<file path="src/rtl/timer_int.sv">
// Memory-mapped compare timer raising one level interrupt line on int_sig_o[INT_BIT].
// Optional PRESC register and tick divider are built when TIMER_PRESCALER_EN is defined.
module timer_int #(
   parameter int INT_BIT = 0
) (
   input  logic        clk,
   input  logic        rstn,
   input  logic        we_i,
   input  logic [31:0] addr_i,
   input  logic [31:0] data_i,
   output logic [31:0] data_o,
   output logic [7:0]  int_sig_o
);

   typedef enum logic {
      S_IDLE = 1'b0,
      S_RUN  = 1'b1
   } state_t;

   state_t      state_q, state_d;
   logic        ie_q, ie_d;
   logic        pend_q, pend_d;
   logic        per_q, per_d;
   logic [31:0] count_q, count_d;
   logic [31:0] value_q, value_d;
   logic        tick;
   logic        expire;
   logic        wr_ctrl, wr_count, wr_value;
   logic [27:0] unused_addr;

   assign unused_addr = addr_i[31:4];
   assign wr_ctrl     = we_i && (addr_i[3:0] == 4'h0);
   assign wr_count    = we_i && (addr_i[3:0] == 4'h4);
   assign wr_value    = we_i && (addr_i[3:0] == 4'h8);

`ifdef TIMER_PRESCALER_EN
   logic [15:0] presc_q, presc_d;
   logic [15:0] div_q, div_d;
   logic        wr_presc;

   assign wr_presc = we_i && (addr_i[3:0] == 4'hC);
   assign tick     = (state_q == S_RUN) && (div_q == presc_q);

   always_comb begin
      presc_d = presc_q;
      div_d   = 16'd0;
      if (state_q == S_RUN) div_d = tick ? 16'd0 : div_q + 16'd1;
      if (wr_presc) begin
         presc_d = data_i[15:0];
         div_d   = 16'd0;
      end
   end

   always_ff @(posedge clk or negedge rstn) begin
      if (!rstn) begin
         presc_q <= 16'd0;
         div_q   <= 16'd0;
      end else begin
         presc_q <= presc_d;
         div_q   <= div_d;
      end
   end
`else
   assign tick = (state_q == S_RUN);
`endif

   assign expire = tick && (count_q >= value_q);

   // Ordering matters: W1C of PEND loses to a same-cycle expiry, while a
   // software write of EN overrides the one-shot auto-stop.
   always_comb begin
      state_d = state_q;
      ie_d    = ie_q;
      pend_d  = pend_q;
      per_d   = per_q;
      count_d = count_q;
      value_d = value_q;
      if (tick) count_d = expire ? 32'd0 : count_q + 32'd1;
      if (wr_ctrl && data_i[2]) pend_d = 1'b0;
      if (expire) begin
         pend_d = 1'b1;
         if (!per_q) state_d = S_IDLE;
      end
      if (wr_ctrl) begin
         state_d = data_i[0] ? S_RUN : S_IDLE;
         ie_d    = data_i[1];
         per_d   = data_i[3];
      end
      if (wr_count) count_d = data_i;
      if (wr_value) value_d = data_i;
   end

   always_ff @(posedge clk or negedge rstn) begin
      if (!rstn) begin
         state_q <= S_IDLE;
         ie_q    <= 1'b0;
         pend_q  <= 1'b0;
         per_q   <= 1'b0;
         count_q <= 32'd0;
         value_q <= 32'd0;
      end else begin
         state_q <= state_d;
         ie_q    <= ie_d;
         pend_q  <= pend_d;
         per_q   <= per_d;
         count_q <= count_d;
         value_q <= value_d;
      end
   end

   always_comb begin
      data_o = 32'd0;
      case (addr_i[3:0])
         4'h0: data_o = {28'd0, per_q, pend_q, ie_q, (state_q == S_RUN)};
         4'h4: data_o = count_q;
         4'h8: data_o = value_q;
`ifdef TIMER_PRESCALER_EN
         4'hC: data_o = {16'd0, presc_q};
`endif
         default: data_o = 32'd0;
      endcase
   end

   always_comb begin
      int_sig_o          = 8'd0;
      int_sig_o[INT_BIT] = pend_q & ie_q;
   end

endmodule

</file>
<file path="config.mk">
export PLATFORM = sky130hd
export DESIGN_NAME = timer_int
export DESIGN_NICKNAME = d
export VERILOG_FILES = /design/src/rtl/timer_int.sv
export SDC_FILE = /design/constraint.sdc
export NUM_CORES = 1
export LEC_CHECK = 0
export CORE_AREA = 2 2 109 137
export DETAILED_ROUTE_END_ITERATION = 7
export DIE_AREA = 0 0 111 139
export PLACE_DENSITY = 0.57
export SYNTH_ARGS = -nofsm -noshare
export SYNTH_HDL_FRONTEND = slang
export SYNTH_SLANG_ARGS = --single-unit
</file>
<file path="constraint.sdc">
create_clock -name clk -period 2.55 [get_ports clk]
set_input_delay 0.51 -clock clk [delete_from_list [all_inputs] [get_ports clk]]
set_output_delay 0.51 -clock clk [all_outputs]
set_load 0.01 [all_outputs]
</file>
==> flow_metrics.tcl, run 1 <==
set metrics [dict create \
    start_util_pct 34.31 \
    synth_top_area_cell "dfrtp_1" \
    cts_tree "done" \
    antenna_found_initial 0 \
    total_power_uw 5718 \
    ant_nets 0 \
    power_density_nw_per_um2 912.3 \
    synth.distinct_cells 43 \
    netlist.area_leader.share_pct 35.02 \
    synth_compound_area_share_pct 17.30 \
    grt_pass1_wl_microns 23080 \
    area_growth_pct 28.96 \
    dp_slack_ns -0.3876 \
    min_period_over_period_pct 97.53 \
    drt-wirelength-per-cell_microns 17.27 \
    remaining_drc_errors 0 \
    slew_headroom_pct 51.60 \
    diodes 0 \
    clkPwrFrac_pct 20.4 \
    p_sw_share_pct 39.51 \
    first_pass_iters 4 \
    ys_seq_area_share_pct 35.02 \
    synth_edf_count 0 \
    crit_chain "dlygate4sd2_1 > nor4b_4 > buf_4 > bufbuf_16 > a22o_1 > clkdlybuf4s15_1" \
    power_leakage_uw 0.002728 \
    syn-mean-instance-area_sq_um 8.804 \
    wl_microns 14060 \
    grt_max_degree 69 \
    grt_pass1_vias 4502 \
    crit_path_start_kind "input pin" \
    final_max_slew_viol_count 0 \
    hpwlAfterDp_microns 9587 \
    clk_path_buf_depth 2 \
    yosys.area_share.xor_xnor_pct 0 \
    critPathMaxFanout 10 \
    num-nets-final 732 \
    die-area_sq_um 15430 \
    power.switching_uw 2259 \
    setup_viol 0 \
    reg2reg_depth 10 \
    rsz0062_at_grt "false" \
    grt_overflow 0 \
    max_stage_delay_ns 0.30 \
    hold_path_class "in2async" \
    rr_endpoint "state_q$_DFFE_PN0P_" \
    die_x_microns 111 \
    pwr-share-seq_pct 31.7 \
    cts_sinks 68 \
    final_hold_viol_count 0 \
    place_area_sq_um 5944 \
    synth_top_family_by_area "simple AND/OR/NAND/NOR gates" \
    synth.most_common_cell "dfrtp_1" \
    setup.worst_path.start "addr_i[0]" \
    vias_per_cell 5.590 \
    cp-end-kind "output pin" \
    skew_ns 0.008341 \
    path_clk_slew_ns 0.06 \
    vias 4550 \
    yosys_warnings 0 \
    max_freq_ghz 0.4021 \
    crit_path_top_delay_cell "dlygate4sd2_1" \
    ys.flop_type "dfrtp_1" \
    place.gp.congestion 0.7910 \
    cts_max_level 3 \
    drive_gt1_share_pct 13.68 \
    synth_top_cells_by_area "dfrtp_1 35%, ha_1 8.5%, and3_1 8.1%" \
    ir_drop_mv 0.2929 \
    min_period_ns 2.487 \
    reg2reg_from "value_q[14]$_DFFE_PN0P_" \
    comb_power_share_pct 47.9 \
    coreArea_sq_um 14160 \
    clkLatencyLatePin_ns 0.34 \
    ys_ff_latch 68 \
    syn_inst 552 \
    io_pins 107 \
    p_int_uw 3458 \
    critical_path_class "in2out" \
    track_usage_pct 18.34 \
    die-height_microns 139 \
    cts_made_buffers 9 \
    synth_common_cells "68 x dfrtp_1, 63 x and3_1, 53 x nand2_1" \
    ctsRootBufferMaster "clkbuf_16" \
    required_ns 2.04 \
    muxShareOfSynthArea_pct 7.878 \
    status "finished clean" \
    async_flop_share_pct 100.0 \
    hold_buffers 0 \
    cap_violations 0 \
    tightestPinTransition_ns 0.7216 \
    synth-adder-area-share_pct 8.496 \
    portBuffers 71 \
    final_cell_area_sq_um 6267 \
    setup_slack_ns 0.06300 \
    regToRegSetupSlack_ns 0.18 \
    drt_iter0_markers 190 \
    synth_area_sq_um 4860 \
    crit_arrival_ns 1.98 \
    std_cell_rows 49 \
    yosys.area_share.simple_pct 24.38 \
]
-- metrics by stage --
stage | cells | hold WS, ns | utilization (%) | TNS [ns]
after floorplan | 558 | 0.2144 | - | 0
after global placement | 795 | 0.4889 | 41.97 | -10.13
after detailed placement | 795 | 0.4972 | 41.97 | -11.10
after CTS | 814 | 0.2107 | 44.26 | 0
after global routing | 814 | 0.2268 | 44.25 | 0
final | 814 | 0.1729 | 44.25 | 0
-- logic make-up after synthesis --
kind of cell / count (synthesis)
AO/OA/AOI/OAI: 131
AND/OR/NAND/NOR: 207
multiplexers: 34
other: 1
flip-flops: 68
buffers and inverters: 78
adder cells (fa/ha/maj): 33
-- registers in the layout, summed over array words and instances (netlist names) --
signal / count
count_q: 32
ie_q: 1
pend_q: 1
per_q: 1
state_q: 1
value_q: 32
-- final cells by class --
cell class | count | area (sq um)
inverters | 37 | 138.9
clock buffers | 13 | 260.3
well taps | 178 | 222.7
clock inverters | 2 | 10.01
repair buffers | 104 | 1076
fillers | 1427 | 7895
multi-input cells | 412 | 2858
flip-flops and latches | 68 | 1702
-- routing by layer --
| layer | wire, microns | up-vias | track usage, % |
|---|---|---|---|
| met1 | 6168 | 2211 | 23.52 |
| met4 | 276 | 0 | 6.579 |
| li1 | - | 2191 | - |
| met2 | 7013 | 127 | 31.55 |
| met3 | 602 | 21 | 2.535 |
| met5 | 0 | - | 0 |
-- cells in the final DEF (no fill, tap or decap), drive strengths merged, types with 16 or more instances in the layout --
cell / netlist / layout
inv: 36 / 36
and3: 63 / 63
clkdlybuf4s50: 0 / 34
nand2: 53 / 53
nand3: 16 / 16
mux2: 34 / 34
dfrtp: 68 / 68
o21ai: 41 / 41
nor4: 30 / 30
a21oi: 46 / 46
a22o: 28 / 28
buf: 18 / 32
ha: 33 / 33
dlygate4sd2: 0 / 33
-- critical path: cells and delay by family --
kind	cells	cell delay, ns
buf+inv	4	1.04
simple gates	1	0.25
compound gates	1	0.17
-- power groups by stage --
stage / combinational (uW) / sequential, uW / clock [uW]
after CTS: 2750 / 1800 / 1190
after global placement: 2690 / 1800 / 0
after global routing: 3120 / 1870 / 1230
final: 2740 / 1810 / 1170
after detailed placement: 2760 / 1820 / 0
after floorplan: 1880 / 1760 / 0
-- how the worst max path moves through the flow --
stage / endpoint / slack, ns / cells after the start
after global routing: data_o[30] / 0.0009 / 6
after global placement: data_o[17] / -0.36 / 5
final: data_o[17] / 0.06 / 6
after CTS: data_o[17] / 0.03 / 6
after detailed placement: data_o[16] / -0.39 / 5
after floorplan: pend_q$_DFFE_PN0P_ / 0.42 / 8
-- repair_timing --
| action | in CTS | in global routing |
|---|---|---|
| cloned | 2 | 0 |
| setup endpoints to repair | 32 | 3 |
| pin swaps | 4 | 1 |
| setup buffers | 2 | 0 |
| resized for setup | 41 | 4 |
(Power assumes the default switching activity.)
==> run 2, diff against run 1 <==
- CORE_AREA: 2 2 109 137 -> 2 2 97 123
- DIE_AREA: 0 0 111 139 -> 0 0 99 125
- PLACE_DENSITY: 0.57 -> 0.69
==> flow_metrics.tcl, run 2 (synthesized netlist as in run 1, its figures left out) <==
set metrics [dict create \
    critPathMaxFanout 7 \
    remaining_drc_errors 0 \
    required_ns 2.04 \
    track_usage_pct 22.17 \
    top_regs "count_q x32, value_q x32" \
    cts_tree "done" \
    grt_pass1_wl_microns 22220 \
    diodes 0 \
    clk_path_buf_depth 2 \
    cts_sinks 68 \
    vias 4579 \
    status "finished clean" \
    min_period_ns 2.451 \
    drt-wirelength-per-cell_microns 17.50 \
    path_clk_slew_ns 0.05 \
    grt_overflow 0 \
    drive_gt1_share_pct 14.84 \
    wl_microns 13610 \
    total_power_uw 5735 \
    hold_buffers 0 \
    setup_slack_ns 0.09880 \
    max_freq_ghz 0.4080 \
    drt_iter0_markers 210 \
    die_x_microns 99 \
    ctsRootBufferMaster "clkbuf_16" \
    first_pass_iters 5 \
    std_cell_rows 44 \
    finish.utilization_pct 55.07 \
    hpwlAfterDp_microns 9135 \
    use_met3_pct 3.801 \
    rsz0062_at_grt "false" \
    hold_path_class "in2async" \
    cts_made_buffers 9 \
    final_common_cell "dfrtp_1" \
    io_pins 107 \
    busiest_layer "met2" \
    crit_path_start_kind "input pin" \
    start_util_pct 43.06 \
    place_area_sq_um 5874 \
    place.gp.congestion 0.8469 \
    hold_slack_ns 0.1712 \
    clkLatencyLatePin_ns 0.33 \
    min_period_over_period_pct 96.13 \
    skew_ns 0.005516 \
    cts_max_level 3 \
    grtUsageMet2_pct 36.37 \
    use_met1_pct 29.20 \
    vias_per_cell 5.886 \
    final_hold_viol_count 0 \
    antenna_found_initial 0 \
    power_density_nw_per_um2 922.8 \
    area_growth_pct 27.88 \
    dp_slack_ns -0.3791 \
    coreArea_sq_um 11290 \
    ir_drop_mv 0.4150 \
    die-height_microns 125 \
    cp-end-kind "output pin" \
    critical_path_class "in2out" \
    cap_violations 0 \
    ant_nets 0 \
    power_leakage_uw 0.002737 \
    tightestPinTransition_ns 0.5550 \
    grt_pass1_vias 4407 \
    final_max_slew_viol_count 0 \
    layout_common_cells "68 x dfrtp_1, 63 x and3_1, 53 x nand2_1" \
    die-area_sq_um 12380 \
    num-nets-final 735 \
    grt_max_degree 64 \
    final_cell_area_sq_um 6215 \
    portBuffers 71 \
    crit_arrival_ns 1.94 \
    setup_viol 0 \
    slew_headroom_pct 62.61 \
]
[run 2: worst paths after layout]
| check | depth (start not counted) | end | from | slack [ns] |
|---|---|---|---|---|
| worst max-delay path | 9 | data_o[3] | addr_i[1] | 0.1 |
| worst min-delay path | 1 | value_q[5]$_DFFE_PN0P_ | rstn | 0.17 |
| worst max register to register | 10 | count_q[1]$_DFFE_PN0P_ | value_q[10]$_DFFE_PN0P_ | 0.22 |
| worst min register to register | 1 | value_q[24]$_DFFE_PN0P_ | value_q[24]$_DFFE_PN0P_ | 0.52 |
| max in group asynchronous | 2 | value_q[17]$_DFFE_PN0P_ | rstn | 1.76 |
| min in group clk | 1 | value_q[24]$_DFFE_PN0P_ | value_q[24]$_DFFE_PN0P_ | 0.52 |
[run 2: per-layer routing]
layer  vias to the layer above  part of all wire (%)
li1                       2214                     -
met1                      2195                    43
met2                       147                    49
met3                        23                   5.7
met4                         0                   2.8
met5                         -                     0
[run 2: worst max-delay path, stage by stage]
cell and delay [ns]:
clkdlybuf4s15_2 0.25, nor4b_4 0.07, buf_4 0.15, buf_4 0.13
buf_6 0.13, buf_4 0.15, a222oi_1 0.35, inv_1 0.06
buf_2 0.14
[run 2: power breakdown]
group          internal [uW]  switching (uW)
clock                    737             445
sequential              1430             396
combinational           1320            1410
[run 2: area by class of cell]
class,count,area (sq um)
clock buffers,15,277.8
repair buffers,107,1061
multi-input cells,412,2858
fillers,1018,5071
flip-flops and latches,68,1702
clock inverters,1,5.005
well taps,138,172.7
inverters,37,138.9
[run 2: what timing repair did]
| action | 4_1_cts | 5_1_grt |
|---|---|---|
| setup endpoints to repair | 32 | 4 |
| hold endpoints to repair | 0 | 0 |
| buffers inserted | 5 | 0 |
| resized for setup | 48 | 5 |
| gates cloned | 3 | 0 |
| pin swaps | 4 | 4 |
[run 2: per-stage QoR]
| stage | setup TNS, ns | instances |
|---|---|---|
| 2_1_floorplan | 0 | 558 |
| 3_3_place_gp | -9.444 | 754 |
| 3_5_place_dp | -10.47 | 754 |
| 4_1_cts | 0 | 778 |
| 5_1_grt | 0 | 778 |
| 6_report | 0 | 778 |
